File: src/rtl/depadder.sv
// Receive-side inverse of the SHA-3 padder: buffers one rate block, strips the
// Keccak pad, and re-emits the message words with is_last/byte_num framing.
module depadder #(
  parameter int BLOCK_WORDS = 18
) (
  input  logic        clk,
  input  logic        reset,
  input  logic [31:0] in,
  input  logic        in_valid,
  input  logic        in_last,
  output logic        in_ready,
  output logic [31:0] out,
  output logic        out_valid,
  input  logic        out_ready,
  output logic        out_last,
  output logic [1:0]  byte_num,
  output logic        pad_error
);

  localparam int WW = $clog2(BLOCK_WORDS);
  localparam int PW = WW + 2;
  localparam logic [WW-1:0] LAST_W = WW'(BLOCK_WORDS - 1);
  localparam logic [PW-1:0] LAST_P = PW'(4 * BLOCK_WORDS - 1);

  typedef enum logic [1:0] {FILL, SCAN, EMIT} state_t;

  state_t        state, state_next;
  logic [31:0]   buffer [BLOCK_WORDS];
  logic [WW-1:0] wcnt;
  logic [WW-1:0] k;
  logic [WW-1:0] last_k;
  logic [PW-1:0] p;
  logic [PW-1:0] m;
  logic          final_blk;
  logic [31:0]   scan_word;
  logic [7:0]    scan_byte;
  logic          scan_hit;
  logic          scan_err;
  logic [31:0]   keep_mask;

  // Byte p of the block: word p/4, byte 0 of each word in the top lane.
  always_comb begin
    scan_word = buffer[p[PW-1:2]];
    case (p[1:0])
      2'd0:    scan_byte = scan_word[31:24];
      2'd1:    scan_byte = scan_word[23:16];
      2'd2:    scan_byte = scan_word[15:8];
      default: scan_byte = scan_word[7:0];
    endcase
  end

  // NOTE: every output of this block gets a default first, so no path can infer a latch.
  always_comb begin
    state_next = state;
    in_ready   = 1'b0;
    out_valid  = 1'b0;
    scan_hit   = 1'b0;
    scan_err   = 1'b0;
    unique case (state)
      FILL: begin
        in_ready = 1'b1;
        if (in_valid && wcnt == LAST_W) state_next = in_last ? SCAN : EMIT;
      end
      SCAN: begin
        if (p == LAST_P) begin
          if (scan_byte == 8'h81)      scan_hit = 1'b1;
          else if (scan_byte != 8'h80) scan_err = 1'b1;
        end else if (scan_byte == 8'h01) begin
          scan_hit = 1'b1;
        end else if (scan_byte != 8'h00 || p == '0) begin
          scan_err = 1'b1;
        end
        if (scan_hit)      state_next = EMIT;
        else if (scan_err) state_next = FILL;
      end
      EMIT: begin
        out_valid = 1'b1;
        if (out_ready && k == last_k) state_next = FILL;
      end
      default: state_next = FILL;
    endcase
  end

  // Non-final blocks always emit the full block; final blocks stop at word M/4.
  assign last_k   = final_blk ? m[PW-1:2] : LAST_W;
  assign out_last = (state == EMIT) && final_blk && (k == m[PW-1:2]);
  assign byte_num = out_last ? m[1:0] : 2'd0;

  always_comb begin
    case (m[1:0])
      2'd0:    keep_mask = 32'h0000_0000;
      2'd1:    keep_mask = 32'hFF00_0000;
      2'd2:    keep_mask = 32'hFFFF_0000;
      default: keep_mask = 32'hFFFF_FF00;
    endcase
  end

  assign out = out_valid ? (buffer[k] & (out_last ? keep_mask : 32'hFFFF_FFFF)) : 32'h0;

  // NOTE: sequential state uses non-blocking assignments so all registers update together.
  always_ff @(posedge clk) begin
    if (reset) state <= FILL;
    else       state <= state_next;
  end

  always_ff @(posedge clk) begin
    if (reset) begin
      wcnt      <= '0;
      k         <= '0;
      p         <= '0;
      m         <= '0;
      final_blk <= 1'b0;
      pad_error <= 1'b0;
    end else begin
      case (state)
        FILL: begin
          if (in_valid) begin
            if (wcnt == LAST_W) begin
              wcnt      <= '0;
              p         <= LAST_P;
              final_blk <= in_last;
              k         <= '0;
            end else begin
              wcnt <= wcnt + 1'b1;
            end
          end
        end
        SCAN: begin
          if (scan_hit)      m         <= p;
          else if (scan_err) pad_error <= 1'b1;
          else               p         <= p - 1'b1;
        end
        EMIT: begin
          if (out_ready) k <= (k == last_k) ? '0 : k + 1'b1;
        end
        default: ;
      endcase
    end
  end

  // NOTE: the block buffer is deliberately not reset; only words written in FILL are ever read.
  always_ff @(posedge clk) begin
    if (state == FILL && in_valid) buffer[wcnt] <= in;
  end

endmodule

File: config.mk
export PLATFORM = sky130hd
export DESIGN_NAME = depadder
export DESIGN_NICKNAME = d
export VERILOG_FILES = /design/src/rtl/depadder.sv
export SDC_FILE = /design/constraint.sdc
export NUM_CORES = 1
export LEC_CHECK = 0
export BUFFER_PORTS_ARGS = -buffer_cell sky130_fd_sc_hd__buf_2
export CORE_MARGIN = 2
export CORE_UTILIZATION = 50
export CTS_CLUSTER_DIAMETER = 100
export DETAILED_ROUTE_END_ITERATION = 7
export PLACE_DENSITY = 0.66
export SLEW_MARGIN = 20
export SYNTH_ARGS = -nofsm -noshare
export SYNTH_HDL_FRONTEND = slang
export SYNTH_SLANG_ARGS = --single-unit
File: constraint.sdc
create_clock -name clk -period 3.6 [get_ports clk]
set_clock_uncertainty 0.1 [all_clocks]
set_input_delay 0.18 -clock clk [delete_from_list [all_inputs] [get_ports clk]]
set_output_delay 0.18 -clock clk [all_outputs]
set_load 0.005 [all_outputs]
==> results.md, run 1 <==
Status:
- The flow ran to the end, and the final reports show no timing, DRC or antenna violations.

Synth:
- The count of unique library cells instantiated by Yosys is 74.
- The number of synthesis warnings is 0.
- Synthesis inferred between 600 and 700 register bits.
- The number of nets in the synthesized netlist is 1728.
- The cell type with the highest aggregate area in the netlist is edfxtp_1.
- The number of synthesized flops with an enable pin is approximately 580.
- The cell count after synthesis is between 1500 and 2000.
- For this run, the register share of the synthesized area comes to 0.642.
- A synthesized cell averages 16.7 µm².
- The most frequently used flop master after synthesis is edfxtp_1.
- Ranked by total cell area, the synthesized netlist is headed by edfxtp_1 61%, mux4_2 16%, mux2i_1 3.4%.
- Of the post-synthesis cell area, the dominant cell type holds 0.615.
- The cell area that synthesis handed to floorplanning was 28100 µm².
- For this run, asynchronously set or reset flops after synthesis account for 0.

Timing:
- On the final layout, the worst hold slack is around 0.28 ns.
- The routed design could run at a clock period as short as between 3 and 4 ns.
- For the pin with the worst max-slew slack, the measured transition is between 0.8 and 0.9 ns.
- The max-slew violation total from the final report is 0.
- The final period utilization is 0.996.
- Derived from the worst setup path, the maximum achievable clock frequency is ~280 MHz.
- The number of setup violations in the final report is 0.
- The number of hold violations in the final report came to 0.
- Summed over all failing endpoints, the final setup total negative slack is 0 ns.
- The remaining max-slew budget at the tightest pin is 0.435.

Clocking:
- The maximum buffer depth of the clock tree is 3.
- The clock-pin slew of the registers on the worst-case setup and hold paths is 0.07 ns.
- The clock tree from TritonCTS is built.
- Clock tree synthesis selected as its root buffer the cell clkbuf_16.
- The total clock buffers created by CTS is roughly 60.
- The H-tree was split into 2 levels.
- The clock latency at the later pin of the worst-skew pair is approximately 0.67 ns.
- The TritonCTS sink count is 614.

Hold path:
- In this run the worst hold path is classified as in -> reg.
- The worst hold path passes through 4 cells.
- For hold timing, the worst endpoint is state[0].
- The startpoint of the lowest-slack hold path is in_last.

Drt:
- The first routing iteration left 2312 violations.
- After detailed routing, the number of vias per cell comes to approximately 6.6.
- The routed wire length per instance is slightly above 30 µm.
- The total wire length after detailed routing is 82.4 mm.
- The pre-antenna-repair detailed-routing pass consisted of 6 iterations.
- The routed via count is between 15000 and 20000.
- The antenna violation net count after detailed routing is 0.
- The total DRC errors in the routed layout is 0.

Setup path:
- Setup slack on the worst reg-to-reg path comes out at ~0.013 ns.
- The worst setup path is of the reg -> reg kind.
- STA classifies the critical path endpoint as a flop.
- In this run the critical register-to-register path is captured at state[1].
- The required time at the worst-slack endpoint is between 4 and 5 ns.
- On the worst path, the slowest cell contributes a delay of between 0.5 and 0.6 ns.
- The critical path buffer and inverter count is 4.
- The cell repeated most along the worst path is buf_4.
- Among cell families on the critical path, the largest total delay comes from simple AND/OR/NAND/NOR gates.
- The largest fanout on the critical path is 8.
- The critical register-to-register path startpoint is p[0].
- For the worst flop-to-flop path, the logic depth is 14.
- The standard cell with the maximum stage delay on the critical path is or4b_1.
- STA classifies the critical path startpoint as a flop.
- The arrival time of the worst setup path is between 4 and 5 ns.
- The critical path goes through buf_4, ha_2, buf_4, nand3b_1, nor2_1, o21ai_1, nand4_1, nor4_4, buf_4, o221ai_4, or4b_1, buf_6, o31a_1, o32ai_2.

Power:
- The clock group share of total power is 0.430.
- The worst vdd rail ir drop is around 0.41 mV.
- Of the total power, registers draw 0.540.
- The internal power consumption is between 0.01 and 0.015 W.
- The switching power as a share of total power is 0.212.
- The total power divided by cell area is 438 nW/µm².
- The share of total power dissipated in combinational logic is 0.030.
- In this run the power spent charging and discharging nets is slightly above 0.003 W.
- In this run the static leakage power is about 10 nW.

Layout:
- Of the cells placed in the final design, the portion with a size suffix greater than 1 is 0.324.
- The finished cells cover approximately 33000 µm².
- The relative area change from synthesis to final layout is 18.7%.
- The number of non-filler instances in the completed layout is between 2000 and 3000.
- The final layout net count is 1965.
- After filler insertion, the fill cell instance count of the layout stands at ~4000.

Placed design:
- The sum of net half-perimeters after detailed placement is between 50 and 60 mm.
- The placed instances occupy a cell area of between 30000 and 40000 µm².
- Input and output buffers added on the ports amount to 74.
- The post-placement cell count is 2548.
- At the end of routability-driven placement, the weighted congestion stood at slightly above 0.9.

Floorplan:
- The floorplan step set the die height to between 200 and 250 µm.
- In this run the count of I/O pins placed on the die edge is 75.
- The initial core utilization is 0.508.
- The floorplan die area is about 58000 µm².
- The number of placement rows is 86.
- The core area is 55400 µm².
- Measured along the x axis, the die boundary spans about 240 µm.

Run:
- The max-cap check violation count is 0.

Global routing:
- The first global-routing pass estimated 119 mm of wire.
- The overall overflow remaining after global route is 0.
- The largest net degree at the start of global routing is 52.
- For this run, the total global-route usage over all layers was measured as 0.286.
- The number of antenna violations at the first check in global routing is 2.
- The number of global-route vias before repair came to ~18000.
## cell usage in the layout (no fill, tap or decap), types with 38 or more instances in the layout
master and instances:
nor2_1 137, a211oi_1 46, o21ai_0 38, buf_4 131, edfxtp_1 576, nor3_1 63
mux2i_1 94, mux4_2 206, clkbuf_16 61, buf_2 74
## kinds of logic after synthesis
| group | Yosys count | synth area share |
|---|---|---|
| and+or+nand+nor | 367 | 0.0635 |
| muxes | 310 | 0.202 |
| xor gates and xnor gates | 9 | 0.00280 |
| AOI/OAI and AO/OA | 247 | 0.0624 |
| DFF | 614 | 0.642 |
| adders and majority gates | 9 | 0.00400 |
| buffers and inverters | 126 | 0.0230 |
## worst min-delay path: cells and delay by family
family	cells	cell delay, ns
simple gates	1	0.06
buf+inv	2	0.66
compound gates	1	0.06
## metal layers
layer / vias up / track usage / share of wire
li1: 7458 / - / -
met1: 9265 / 0.393 / 0.38
met2: 1018 / 0.468 / 0.49
met3: 178 / 0.0471 / 0.093
met4: 2 / 0.0982 / 0.032
met5: - / 0 / 0.00015
## sequential cells by signal, summed over array words and instances, names as in the netlist, named ones only
register / count
buffer: 576
final_blk: 1
k: 5
m: 7
p: 7
pad_error: 1
state: 2
wcnt: 5
## through the flow
stage	setup slack (ns)	util	power (W)
after floorplan	0.276	-	0.00822
after global placement	-0.301	0.550	0.00842
after global routing	-0.0386	0.603	0.0150
final	0.0133	0.603	0.0146
after detailed placement	-0.402	0.550	0.00843
after CTS	0.00115	0.597	0.0147
## how the worst max path moves through the flow
stage | end | from | cells after the start
global placement | state[1] | flop | 12
finish | state[1] | p[0] | 14
detailed placement | state[1] | flop | 12
floorplan | state[1] | p[1] | 13
CTS | state[1] | flop | 14
global route | flop | p[0] | 15
## synthesized netlist by cell type, types with 13 or more instances
cell,instances
edfxtp_1,576
a21oi_1,28
nand2b_1,13
buf_6,15
mux4_2,206
inv_1,17
nand2_1,35
buf_1,16
dfxtp_1,38
o22ai_1,20
nor2_1,155
buf_2,15
a22oi_1,18
nor3_1,75
o21ai_0,41
clkbuf_1,57
a211oi_1,48
mux2i_1,95
## timing repair
action | in CTS | in global routing
pin swaps | 5 | 15
hold buffers | 36 | 0
gates cloned | 2 | 0
resized for setup | 22 | 54
buffers inserted | 10 | 8
endpoints found under the setup margin | 21 | 21
endpoints found under the hold margin | 589 | 0
## power by group through the flow
stage	combinational [W]	clock [W]	sequential [W]
3_5_place_dp	0.000385	0	0.00805
6_report	0.000433	0.00629	0.00790
4_1_cts	0.000424	0.00635	0.00789
2_1_floorplan	0.000176	0	0.00804
5_1_grt	0.000462	0.00663	0.00790
3_3_place_gp	0.000375	0	0.00804
## cell type report
class / count / area [µm²] / share of cell area
clock buffers: 67 / 1550 / 0.0464
well taps: 748 / 936 / 0.0280
flip-flops and latches: 614 / 18100 / 0.541
multi-input cells: 942 / 9840 / 0.295
clock inverters: 47 / 422 / 0.0126
repair buffers: 282 / 2500 / 0.0750
diodes: 1 / 2.50 / 0.0000749
inverters: 18 / 67.6 / 0.00202
Note: power is estimated with default switching activity, not from simulation.
==> run 2, diff against run 1 <==
--- a/config.mk
+++ b/config.mk
@@ -10,6 +10,7 @@
 export CORE_UTILIZATION = 50
 export CTS_CLUSTER_DIAMETER = 100
 export DETAILED_ROUTE_END_ITERATION = 7
+export MAX_ROUTING_LAYER = met4
 export PLACE_DENSITY = 0.66
 export SLEW_MARGIN = 20
 export SYNTH_ARGS = -nofsm -noshare
==> run 2 against run 1 <==
Net effect:
- critical path type unchanged
- sequential power about the same
- utilization about the same
- register-to-register slack improved by 0.02 ns
- highest routed layer is now met4
==> results.md, run 2 (synthesized netlist as in run 1, its figures left out) <==
Timing:
- The number of hold violations in the final report is 0 (unchanged).
- The worst hold slack was 0.278 ns (-0.00329 ns).
- The final period utilization is 0.991 (-0.00517).
- The number of setup violations in the final report came to 0 (unchanged).
- The final critical delay including setup and external delays is 3.57 ns (-0.0186 ns).
- The achievable frequency is 280 MHz (+0.52%).
- The max-slew violation total from the final report is 0 (unchanged).
- The remaining max-slew budget at the tightest pin is 0.434 (-0.000779).
- The sum of negative setup slack was 0 ns (unchanged).
- The transition at the pin with the smallest max-transition slack is 0.849 ns (+0.00117 ns).

Setup path:
- The largest individual stage delay along the critical path comes from the cell or4_4.
- The worst reg2reg path depth came to 12 (-2).
- The register-to-register setup slack is 0.03 ns (+0.02 ns).
- The largest stage delay on the critical path is 0.55 ns (+0.04 ns).
- The arrival time of the worst setup path is 4.01 ns (-0.02 ns).
- The endpoint kind of the worst setup timing path is a flop.
- The worst register-to-register path ends at state[1].
- The critical path goes through buf_6, buf_6, o311ai_4, nor2_2, a2111oi_2, o31ai_1, or4_4, o31a_1, or4b_1, buf_6, o31a_1, o32ai_2.
- The required time at the worst-slack endpoint is 4.04 ns (about the same).
- The worst setup path is launched from a flop.
- Among the stages of the critical path, the cell type that occurs most often is buf_6.
- The largest fanout on the critical path is 10 (+2).
- The start-to-end type of the worst setup path is reg -> reg.

Floorplan:
- The y dimension of the die is 241 µm (unchanged).
- The horizontal die dimension is 241 µm (unchanged).
- The floorplan die area is 58200 µm² (unchanged).
- The number of placement rows is 86 (unchanged).
- The count of pins on the block boundary is 75 (unchanged).
- The core area is 55400 µm² (unchanged).
- The initial core utilization is 0.508 (unchanged).

Layout:
- The final layout net count is 1963 (-0.10%).
- The most common cell after layout, fill and taps aside is edfxtp_1.
- The number of flip-flops under the largest register name came to 576 (unchanged).
- The largest registers in the layout are buffer: 576 flops, m: 7 flops, p: 7 flops.
- The relative area change from synthesis to final layout is 18.7% (about the same).
- In the layout the commonest cells are 576 x edfxtp_1, 206 x mux4_2, 136 x nor2_1.
- The share of post-route cells with drive strength above 1 is 0.325 (+0.000330).
- The register containing the most flip-flops in the final layout is buffer.

Clocking:
- The TritonCTS sink count is 614 (unchanged).
- The buffer type at the clock tree root is clkbuf_16.
- The total clock buffers created by CTS is 61 (unchanged).
- The maximum buffer depth of the clock tree is 3 (unchanged).
- The clock latency at the later pin of the worst-skew pair is 0.67 ns (about the same).
- TritonCTS built the clock tree.
- The number of H-tree levels came to 2 (unchanged).
- The clock-pin slew of the registers on the worst-case setup and hold paths is 0.07 ns (about the same).

Status:
- The flow ran to the end, and the final reports show no timing, DRC or antenna violations.

Drt:
- The antenna violation net count after detailed routing came to 0 (unchanged).
- The routed via count was 18008 (+0.49%).
- The detailed-route vias per instance is 6.62 (+0.49%).
- The total DRC errors in the routed layout was 0 (unchanged).
- The routed wire length per instance is 30.3 µm (about the same).
- The first-pass detailed-route iteration total is 5 (-1).
- The total wire length after detailed routing is 82.4 mm (about the same).
- The number of design-rule violations left by the first detailed-router iteration is 2279 (-1.4%).

Placed design:
- The final weighted congestion in routability-driven placement was 0.926 (+1.7%).
- The sum of net half-perimeters after detailed placement is 51.4 mm (unchanged).
- The number of port buffers came to 74 (unchanged).

Power:
- The total power divided by cell area was 438 nW/µm² (about the same).
- The post-layout total power came to 0.0146 W (about the same).
- The internal power consumption was 0.0115 W (about the same).
- The static leakage is 10.5 nW (about the same).
- The clock group share of total power is 0.430 (about the same).
- The power dissipated by switching net loads is 0.00310 W (about the same).
- The part of the total power dissipated in sequential elements is 0.540 (about the same).
- The switching power as a share of total power is 0.212 (about the same).
- The proportion of power drawn by combinational gates came to 0.030 (about the same).
- The worst vdd rail ir drop is 0.413 mV (-0.44%).

Global routing:
- The wire length of the first global-routing pass is 119 mm (about the same).
- The overall overflow remaining after global route came to 0 (unchanged).
- The total global-route track usage is 0.295 (+0.00898).
- The number of global-route vias before repair is 17619 (-0.12%).
- The largest net degree at the start of global routing is 52 (unchanged).
- The number of antenna violations at the first check in global routing is 3 (+1).

Hold path:
- For hold timing, the worst endpoint is state[0].
- The depth of the worst hold-timing path is 4 (unchanged).
- The startpoint of the lowest-slack hold path is in_last.
- The class of the worst hold path is in -> reg.

Run:
- The max-cap check violation count came to 0 (unchanged).
==> run 2: worst max path at each step <==
stage	slack [ns]	endpoint	start
2_1_floorplan	0.28	state[1]	p[1]
4_1_cts	0.001	state[1]	flop
5_1_grt	-0.02	flop	p[0]
3_3_place_gp	-0.30	state[1]	flop
3_5_place_dp	-0.40	state[1]	flop
6_report	0.03	state[1]	flop
==> run 2: timing repair <==
| action | CTS | global route |
|---|---|---|
| gates resized for setup | 22 | 54 |
| pin swaps | 5 | 14 |
| hold endpoints to repair | 589 | 0 |
| setup endpoints to repair | 21 | 21 |
| setup buffers | 10 | 6 |
| cloned | 2 | 0 |
| hold buffers | 36 | 0 |
==> run 2: metrics by stage <==
step,std cells,util,instance area [µm²],setup WS (ns)
floorplan,1682,-,28100,0.276
global placement,2548,0.550,30500,-0.301
detailed placement,2548,0.550,30500,-0.402
CTS,2710,0.597,33100,0.00115
global route,2719,0.603,33400,-0.0206
finish,2719,0.603,33400,0.0319
==> run 2: cell type report <==
| cell class | instances | area, µm² |
|---|---|---|
| Sequential cell | 614 | 18100 |
| Antenna cell | 3 | 7.51 |
| Fill cell | 4033 | 22000 |
| Timing Repair Buffer | 280 | 2490 |
| Tap cell | 748 | 936 |
| Multi-Input combinational cell | 942 | 9850 |
| Clock buffer | 67 | 1550 |
| Clock inverter | 47 | 422 |
| Inverter | 18 | 67.6 |
==> run 2: power by group through the flow <==
stage / registers [W] / clock network (W) / logic [W]
3_5_place_dp: 0.00805 / 0 / 0.000385
3_3_place_gp: 0.00804 / 0 / 0.000375
5_1_grt: 0.00790 / 0.00663 / 0.000462
4_1_cts: 0.00789 / 0.00635 / 0.000424
6_report: 0.00790 / 0.00629 / 0.000434
2_1_floorplan: 0.00804 / 0 / 0.000176
==> run 2: metal layers <==
layer | routed length, µm | share of wire | track usage
met5 | 0 | 0 | -
met2 | 40000 | 0.49 | 0.469
met3 | 7530 | 0.091 | 0.0477
met1 | 31900 | 0.39 | 0.393
met4 | 2870 | 0.035 | 0.0967
==> run 2: worst max-delay path, delay by kind of cell (launching register included) <==
family,cells,cell delay (ns)
flip-flops,1,0.35
AND/OR/NAND/NOR,3,1.19
AO/OA/AOI/OAI,6,1.36
buffers and inverters,3,0.48
